## config.mk

```make
export PLATFORM = sky130hd
export DESIGN_NAME = noise_table_loader_flat
export DESIGN_NICKNAME = d
export VERILOG_FILES = /design/src/rtl/noise_pkg.sv /design/src/rtl/noise_table_loader_if.sv /design/src/rtl/rd_lat_pipe.sv /design/src/rtl/noise_table_loader.sv /design/src/flat_wrapper.sv
export SDC_FILE = /design/constraint.sdc
export NUM_CORES = 1
export LEC_CHECK = 0
export CAP_MARGIN = 30
export CORE_MARGIN = 8
export CORE_UTILIZATION = 35
export CTS_BUF_LIST = sky130_fd_sc_hd__clkbuf_8 sky130_fd_sc_hd__clkbuf_16
export CTS_CLUSTER_SIZE = 8
export DETAILED_ROUTE_END_ITERATION = 6
export GPL_ROUTABILITY_DRIVEN = 0
export GPL_TIMING_DRIVEN = 1
export RECOVER_POWER = 100
export SYNTH_ARGS = -nofsm -noshare
export SYNTH_HDL_FRONTEND = slang
export SYNTH_HIERARCHICAL = 1
export SYNTH_SLANG_ARGS = --single-unit
```

## constraint.sdc

```tcl
create_clock -name clk -period 3.2 [get_ports clk]
set_input_delay 0.48 -clock clk [delete_from_list [all_inputs] [get_ports clk]]
set_output_delay 0.48 -clock clk [all_outputs]
set_load 0.02 [all_outputs]
```

## src/rtl/noise_pkg.sv

```systemverilog
// Constants and loader state encoding shared by the CDF loader, noise generator and top-level control.
package noise_pkg;
   localparam int CDF_ENTRIES = 128;
   localparam int CDF_W       = 64;

   typedef enum logic [2:0] {
      LD_IDLE     = 3'd0,
      LD_FETCH    = 3'd1,
      LD_DRAIN    = 3'd2,
      LD_WAIT_ACK = 3'd3,
      LD_DONE     = 3'd4
   } loader_state_e;
endpackage

```

## src/rtl/noise_table_loader_if.sv

```systemverilog
// Table-memory read port plus the load_mem/location/mem_data stream into the noise generator.
interface noise_table_loader_if
   import noise_pkg::*;
#(
   parameter int MEM_AW = 10
) ();
   logic              mem_rd_en;
   logic [MEM_AW-1:0] mem_rd_addr;
   logic [CDF_W-1:0]  mem_rd_data;
   logic              load_mem;
   logic [7:0]        location;
   logic [CDF_W-1:0]  mem_data;
   logic              done_wait;

   modport master (
      output mem_rd_en, mem_rd_addr, load_mem, location, mem_data,
      input  mem_rd_data, done_wait
   );

   modport slave (
      input  mem_rd_en, mem_rd_addr, load_mem, location, mem_data,
      output mem_rd_data, done_wait
   );
endinterface

```

## src/rtl/rd_lat_pipe.sv

```systemverilog
// Valid/index delay line matching the table memory read latency; out_* lines up with the returned data.
module rd_lat_pipe #(
   parameter int DEPTH = 2,
   parameter int IW    = 8
) (
   input  logic          clk,
   input  logic          rstn,
   input  logic          in_vld,
   input  logic [IW-1:0] in_idx,
   output logic          out_vld,
   output logic [IW-1:0] out_idx
);
   logic [DEPTH-1:0] vld_sr;
   logic [IW-1:0]    idx_sr [DEPTH];

   always_ff @(posedge clk) begin
      if (!rstn) begin
         vld_sr <= '0;
         for (int i = 0; i < DEPTH; i++) idx_sr[i] <= '0;
      end else begin
         vld_sr[0] <= in_vld;
         idx_sr[0] <= in_idx;
         for (int i = 1; i < DEPTH; i++) begin
            vld_sr[i] <= vld_sr[i-1];
            idx_sr[i] <= idx_sr[i-1];
         end
      end
   end

   assign out_vld = vld_sr[DEPTH-1];
   assign out_idx = idx_sr[DEPTH-1];
endmodule

```

## src/rtl/noise_table_loader.sv

```systemverilog
// Streams the CDF table into the noise generator one entry per cycle and flags non-monotonic entries.
// Start to WAIT_ACK entry is 1+ENTRIES+RD_LATENCY cycles; the stream has no backpressure, only the final done_wait ack.
module noise_table_loader
   import noise_pkg::*;
#(
   parameter int ENTRIES     = CDF_ENTRIES,
   parameter int MEM_AW      = 10,
   parameter int BASE_ADDR   = 0,
   parameter int RD_LATENCY  = 2,
   parameter int ACK_TIMEOUT = 16
) (
   input  logic                 clk,
   input  logic                 rstn,
   input  logic                 start,
   noise_table_loader_if.master bus,
   output logic                 busy,
   output logic                 done,
   output logic                 err_nonmono,
   output logic [7:0]           err_index,
   output logic                 err_timeout
);
   localparam int ACK_CW = (ACK_TIMEOUT > 1) ? $clog2(ACK_TIMEOUT) : 1;

   localparam logic [2:0] S_IDLE     = LD_IDLE;
   localparam logic [2:0] S_FETCH    = LD_FETCH;
   localparam logic [2:0] S_DRAIN    = LD_DRAIN;
   localparam logic [2:0] S_WAIT_ACK = LD_WAIT_ACK;
   localparam logic [2:0] S_DONE     = LD_DONE;

   logic [2:0]        state;
   logic [7:0]        rd_idx;
   logic [7:0]        issue_idx;
   logic [ACK_CW-1:0] ack_cnt;
   logic              ret_vld;
   logic [7:0]        ret_idx;
   logic              ret_ok;

   rd_lat_pipe #(
      .DEPTH (RD_LATENCY),
      .IW    (8)
   ) u_rd_lat_pipe (
      .clk     (clk),
      .rstn    (rstn),
      .in_vld  (bus.mem_rd_en),
      .in_idx  (issue_idx),
      .out_vld (ret_vld),
      .out_idx (ret_idx)
   );

   assign ret_ok = ret_vld && ((state == S_FETCH) || (state == S_DRAIN));
   assign busy   = (state == S_FETCH) || (state == S_DRAIN) || (state == S_WAIT_ACK);
   assign done   = (state == S_DONE);

   always_ff @(posedge clk) begin
      if (!rstn) begin
         state           <= S_IDLE;
         rd_idx          <= '0;
         issue_idx       <= '0;
         ack_cnt         <= '0;
         bus.mem_rd_en   <= 1'b0;
         bus.mem_rd_addr <= '0;
         bus.load_mem    <= 1'b0;
         bus.location    <= '0;
         bus.mem_data    <= '0;
         err_nonmono     <= 1'b0;
         err_index       <= '0;
         err_timeout     <= 1'b0;
      end else begin
         bus.mem_rd_en <= 1'b0;
         bus.load_mem  <= 1'b0;

         case (state)
            S_IDLE, S_DONE: begin
               if (start) begin
                  state       <= S_FETCH;
                  rd_idx      <= '0;
                  err_nonmono <= 1'b0;
                  err_index   <= '0;
                  err_timeout <= 1'b0;
               end
            end
            S_FETCH: begin
               bus.mem_rd_en   <= 1'b1;
               bus.mem_rd_addr <= MEM_AW'(BASE_ADDR + int'(rd_idx));
               issue_idx       <= rd_idx;
               rd_idx          <= rd_idx + 8'd1;
               if (rd_idx == 8'(ENTRIES - 1)) state <= S_DRAIN;
            end
            S_WAIT_ACK: begin
               if (bus.done_wait) begin
                  state <= S_DONE;
               end else if (ack_cnt == ACK_CW'(ACK_TIMEOUT - 1)) begin
                  err_timeout <= 1'b1;
                  state       <= S_DONE;
               end else begin
                  ack_cnt <= ack_cnt + 1'b1;
               end
            end
            default: ;
         endcase

         // Returns arrive in issue order, so bus.mem_data still holds the predecessor entry here.
         if (ret_ok) begin
            bus.load_mem <= 1'b1;
            bus.location <= ret_idx;
            bus.mem_data <= bus.mem_rd_data;
            if ((ret_idx != 8'd0) && (bus.mem_rd_data < bus.mem_data) && !err_nonmono) begin
               err_nonmono <= 1'b1;
               err_index   <= ret_idx;
            end
            if (ret_idx == 8'(ENTRIES - 1)) begin
               state   <= S_WAIT_ACK;
               ack_cnt <= '0;
            end
         end
      end
   end
endmodule

```

## src/flat_wrapper.sv

```systemverilog
// flat-port wrapper written by rule: the top's interface ports become plain ports
module noise_table_loader_flat import noise_pkg::*;
#(
   parameter int ENTRIES     = CDF_ENTRIES,
   parameter int MEM_AW      = 10,
   parameter int BASE_ADDR   = 0,
   parameter int RD_LATENCY  = 2,
   parameter int ACK_TIMEOUT = 16
)
  (clk, rstn, start, busy, done, err_nonmono, err_index, err_timeout, bus_mem_rd_en, bus_mem_rd_addr, bus_load_mem, bus_location, bus_mem_data, bus_mem_rd_data, bus_done_wait);
  noise_table_loader_if #(.MEM_AW(MEM_AW)) bus_i ();
  input  logic clk;
  input  logic rstn;
  input  logic start;
  output logic busy;
  output logic done;
  output logic err_nonmono;
  output logic [7:0] err_index;
  output logic err_timeout;
  output wire logic [$bits(bus_i.mem_rd_en)-1:0] bus_mem_rd_en;
  output wire logic [$bits(bus_i.mem_rd_addr)-1:0] bus_mem_rd_addr;
  output wire logic [$bits(bus_i.load_mem)-1:0] bus_load_mem;
  output wire logic [$bits(bus_i.location)-1:0] bus_location;
  output wire logic [$bits(bus_i.mem_data)-1:0] bus_mem_data;
  input wire logic [$bits(bus_i.mem_rd_data)-1:0] bus_mem_rd_data;
  input wire logic [$bits(bus_i.done_wait)-1:0] bus_done_wait;
  assign bus_mem_rd_en = bus_i.mem_rd_en;
  assign bus_mem_rd_addr = bus_i.mem_rd_addr;
  assign bus_load_mem = bus_i.load_mem;
  assign bus_location = bus_i.location;
  assign bus_mem_data = bus_i.mem_data;
  assign bus_i.mem_rd_data = bus_mem_rd_data;
  assign bus_i.done_wait = bus_done_wait;
  noise_table_loader #(.ENTRIES(ENTRIES), .MEM_AW(MEM_AW), .BASE_ADDR(BASE_ADDR), .RD_LATENCY(RD_LATENCY), .ACK_TIMEOUT(ACK_TIMEOUT)) u_core (.clk(clk), .rstn(rstn), .start(start), .bus(bus_i), .busy(busy), .done(done), .err_nonmono(err_nonmono), .err_index(err_index), .err_timeout(err_timeout));
endmodule
```

==> flow_summary_export.csv <==
group,metric,value,unit
status,status,"completed",
detailed_routing,drt_iter0_drc,210,
placed_design,dp_hpwl,12400,microns
worst_setup_path,path_cells,"clkdlybuf4s50_1, ha_1, nand4_2, nor4_2, nor3b_1, o31a_1, a311oi_1, o2111a_1, o211a_1, a32o_1",
cells_and_area,fillers,1707,
timing,setup_violations,0,
timing,finalSetupTns,0,ps
floorplanning,coreArea,17100,sq um
grt,grt_pass1_vias,5324,
grt,track_usage,0.155,
power,power_density,438,nW/um^2
timing,period_share,0.894,
worst_setup_path,crit_buf_inv,1,
clock_network,insertion_delay,410,ps
logic_synthesis,yosysMostFrequentCell,"nand2_1",
logic_synthesis,yosysWarnings,6,
timing,drv_slew,0,
worst_setup_path,crit_path_top_delay_cell,"clkdlybuf4s50_1",
worst_setup_path,arrival,3160,ps
hold_path,hold_depth,1,
logic_synthesis,synth_cell_types,54,
logic_synthesis,ys_seq_area_frac,0.412,
cells_and_area,drive_gt1_frac,0.0584,
detailed_routing,wl_per_cell,15.1,microns
worst_setup_path,rrSetupSlack,490,ps
timing,fin_ws,339,ps
worst_setup_path,reg2reg_to,"u_core/err_index[3]$_SDFF_PN0_",
detailed_routing,dr_total_vias,5390,
worst_setup_path,cp_max_fo,9,
logic_synthesis,yosys_register_bits,125,
logic_synthesis,synth_top_area_cell,"dfxtp_1",
floorplanning,die_area,21800,sq um
clock_network,ctsHoldBuffers,0,
clock_network,post_cts_buffers,0,
clock_network,clk_path_buf_depth,2,
cells_and_area,final_nets,1029,
clock_network,numClockSinks,125,
logic_synthesis,synth_area_per_cell,8.09,sq um
timing,fin_crit,2860,ps
logic_synthesis,synth_flop_cell,"dfxtp_1",
hold_path,hold_class,"flip-flop to flip-flop",
logic_synthesis,synth_edf_count,0,
timing,hold_ws,430,ps
flow_run,max_cap_violations,0,
placed_design,pre_cts_slack,-8.80,ps
grt,grt_max_degree,75,
timing,slew_headroom,0.289,
hold_path,worstHoldStart,"u_core/u_rd_lat_pipe/idx_sr[0][3]$_SDFF_PN0_",
grt,grt_pass1_wl,27300,microns
detailed_routing,routed_wl,17100,microns
floorplanning,fp.dieH,148,microns
logic_synthesis,syn_inst,751,
cells_and_area,fin_util,0.488,
grt,overflow,0,
placed_design,port_buffers,161,
floorplanning,row_count,48,
detailed_routing,postRouteAntennaNets,0,
clock_network,cts_tree,"built",
timing,hold_viol,0,
power,p_leak,0.00328,uW
clock_network,clockRootBuffer,"clkbuf_16",
timing,rsz0062_at_grt,"no",
worst_setup_path,endpoint_kind,"flip-flop",
worst_setup_path,required,3490,ps
timing,tightest_slew,1070,ps
clock_network,clk_pin_slew,50,ps
worst_setup_path,critical_path_class,"primary input to flip-flop",
worst_setup_path,slowest_delay,430,ps
grt,grt_antenna_before_repair,0,
worst_setup_path,critPathTopFamily,"compound AO/OA/AOI/OAI gates",
timing,max_freq,350,MHz
logic_synthesis,yosys.area.top_type_share,0.412,
clock_network,ctsResizeCount,0,
logic_synthesis,yosys-top-cells-area,"dfxtp_1, ha_1, nand2_1",
logic_synthesis,synthTopCellsByCount,"nand2_1, dfxtp_1, a21oi_1, inv_1, ha_1",
detailed_routing,drtPass1Iterations,4,
floorplanning,pin_count,164,
timing,fin_worst_skew,5.35,ps
cells_and_area,diodes,0,
hold_path,whs_endpoint,"u_core/u_rd_lat_pipe/idx_sr[0][11]$_SDFF_PN0_",
floorplanning,start_util,0.355,
floorplanning,die_w,148,microns
power,total_power,3650,uW
clock_network,htreeDepth,4,
logic_synthesis,netlist_area,6080,sq um
worst_setup_path,r2r-start,"u_core/bus.mem_data[30]$_SDFFE_PN0P_",
detailed_routing,drcViolationCount,0,
cells_and_area,syn_to_final_growth,37.3,%
power,ir_drop,360,uV
logic_synthesis,async_flop_share,0,
clock_network,numCtsBuffers,17,
detailed_routing,vias_per_cell,4.76,
worst_setup_path,start_kind,"primary input",
worst_setup_path,ff2ff_path_depth,10,
==> area by class of cell <==
cell class | count | area (sq um) | share of cell area
multi-input cells | 518 | 3110 | 0.373
flip-flops and latches | 125 | 2500 | 0.300
repair buffers | 167 | 1660 | 0.199
clock buffers | 20 | 467 | 0.0559
well taps | 225 | 282 | 0.0337
inverters | 67 | 251 | 0.0301
clock inverters | 10 | 75.1 | 0.00899
==> flip-flops by register name, summed over array words and instances (netlist names) <==
register and cells:
u_core/bus.load_mem 1, u_core/ack_cnt 4, u_core/issue_idx 8, u_core/bus.location 8
u_core/err_timeout 1, u_core/bus.mem_rd_en 1, u_core/u_rd_lat_pipe/idx_sr 16, u_core/bus.mem_data 64
u_core/err_nonmono 1, u_core/u_rd_lat_pipe/vld_sr 2, u_core/state 3, u_core/rd_idx 8
u_core/err_index 8
==> layout by cell type, fill, tap and decap left out, types with 3 or more instances in the layout <==
| cell type | n |
|---|---|
| and2_1 | 4 |
| nand2_1 | 188 |
| a211oi_1 | 6 |
| nand4_1 | 9 |
| o21ai_0 | 16 |
| ha_1 | 65 |
| a21oi_1 | 110 |
| o21a_1 | 4 |
| nor3_1 | 7 |
| clkbuf_16 | 17 |
| dfxtp_1 | 125 |
| clkdlybuf4s50_1 | 66 |
| and2_2 | 14 |
| nor2b_1 | 3 |
| clkinv_2 | 6 |
| a2111oi_0 | 3 |
| dlygate4sd3_1 | 95 |
| nor2_1 | 22 |
| clkbuf_8 | 3 |
| inv_1 | 68 |
| nand3_1 | 6 |
| nand2b_1 | 7 |
| nor3b_1 | 4 |
| and3_1 | 4 |
| a32o_1 | 8 |
==> cell families (layout without fill, tap and decap cells) <==
group                      after synthesis  count (layout)  synth area share
and+or+nand+nor                        281             281             0.211
DFF                                    125             125             0.412
adders and majority gates               65              65             0.134
buffers and inverters                  109             264            0.0764
other                                    1               2          0.000617
xor gates and xnor gates                 2               2           0.00288
AOI/OAI and AO/OA                      167             167             0.161
muxes                                    1               1           0.00165
==> worst register-to-register path: stages, from the launching register on <==
cell and delay (ps):
dfxtp_1 340, inv_1 50, ha_1 320, nand4_2 160, nor4_2 320, nor3b_1 310
o31a_1 190, a311oi_1 50, o2111a_1 300, o211a_1 330, a32o_1 240
==> how the worst max path moves through the flow <==
stage | from | end | cells past startpoint
5_1_grt | bus_mem_rd_data[30] | u_core/err_index[7]$_SDFF_PN0_ | 10
4_1_cts | bus_mem_rd_data[30] | u_core/err_index[3]$_SDFF_PN0_ | 10
6_report | bus_mem_rd_data[30] | u_core/err_index[3]$_SDFF_PN0_ | 10
3_5_place_dp | bus_mem_rd_data[30] | u_core/err_index[3]$_SDFF_PN0_ | 10
3_3_place_gp | bus_mem_rd_data[30] | u_core/err_index[1]$_SDFF_PN0_ | 10
2_1_floorplan | u_core/bus.mem_data[30]$_SDFFE_PN0P_ | u_core/err_index[0]$_SDFF_PN0_ | 11
==> stage by stage <==
step,cell area [sq um],instances
finish,8350,1132
global route,8350,1132
CTS,8370,1132
detailed placement,7830,1102
global placement,7810,1101
floorplan,6080,752
==> per-layer routing <==
metal	up-vias	share of wire	wire length, microns	GRT usage
met1	2451	0.46	7780	0.194
li1	2797	-	-	-
met4	0	0.0083	141	0.0459
met5	-	0	0	0
met2	129	0.48	8130	0.257
met3	13	0.058	996	0.0407
==> power by group <==
| part | switching, uW | total (uW) | internal, uW |
|---|---|---|---|
| clock network | 669 | 1770 | 1100 |
| registers | 8.12 | 1580 | 1570 |
| logic | 156 | 304 | 149 |
| total | 832 | 3650 | 2820 |
No activity file was read; power rests on OpenSTA's default activity.
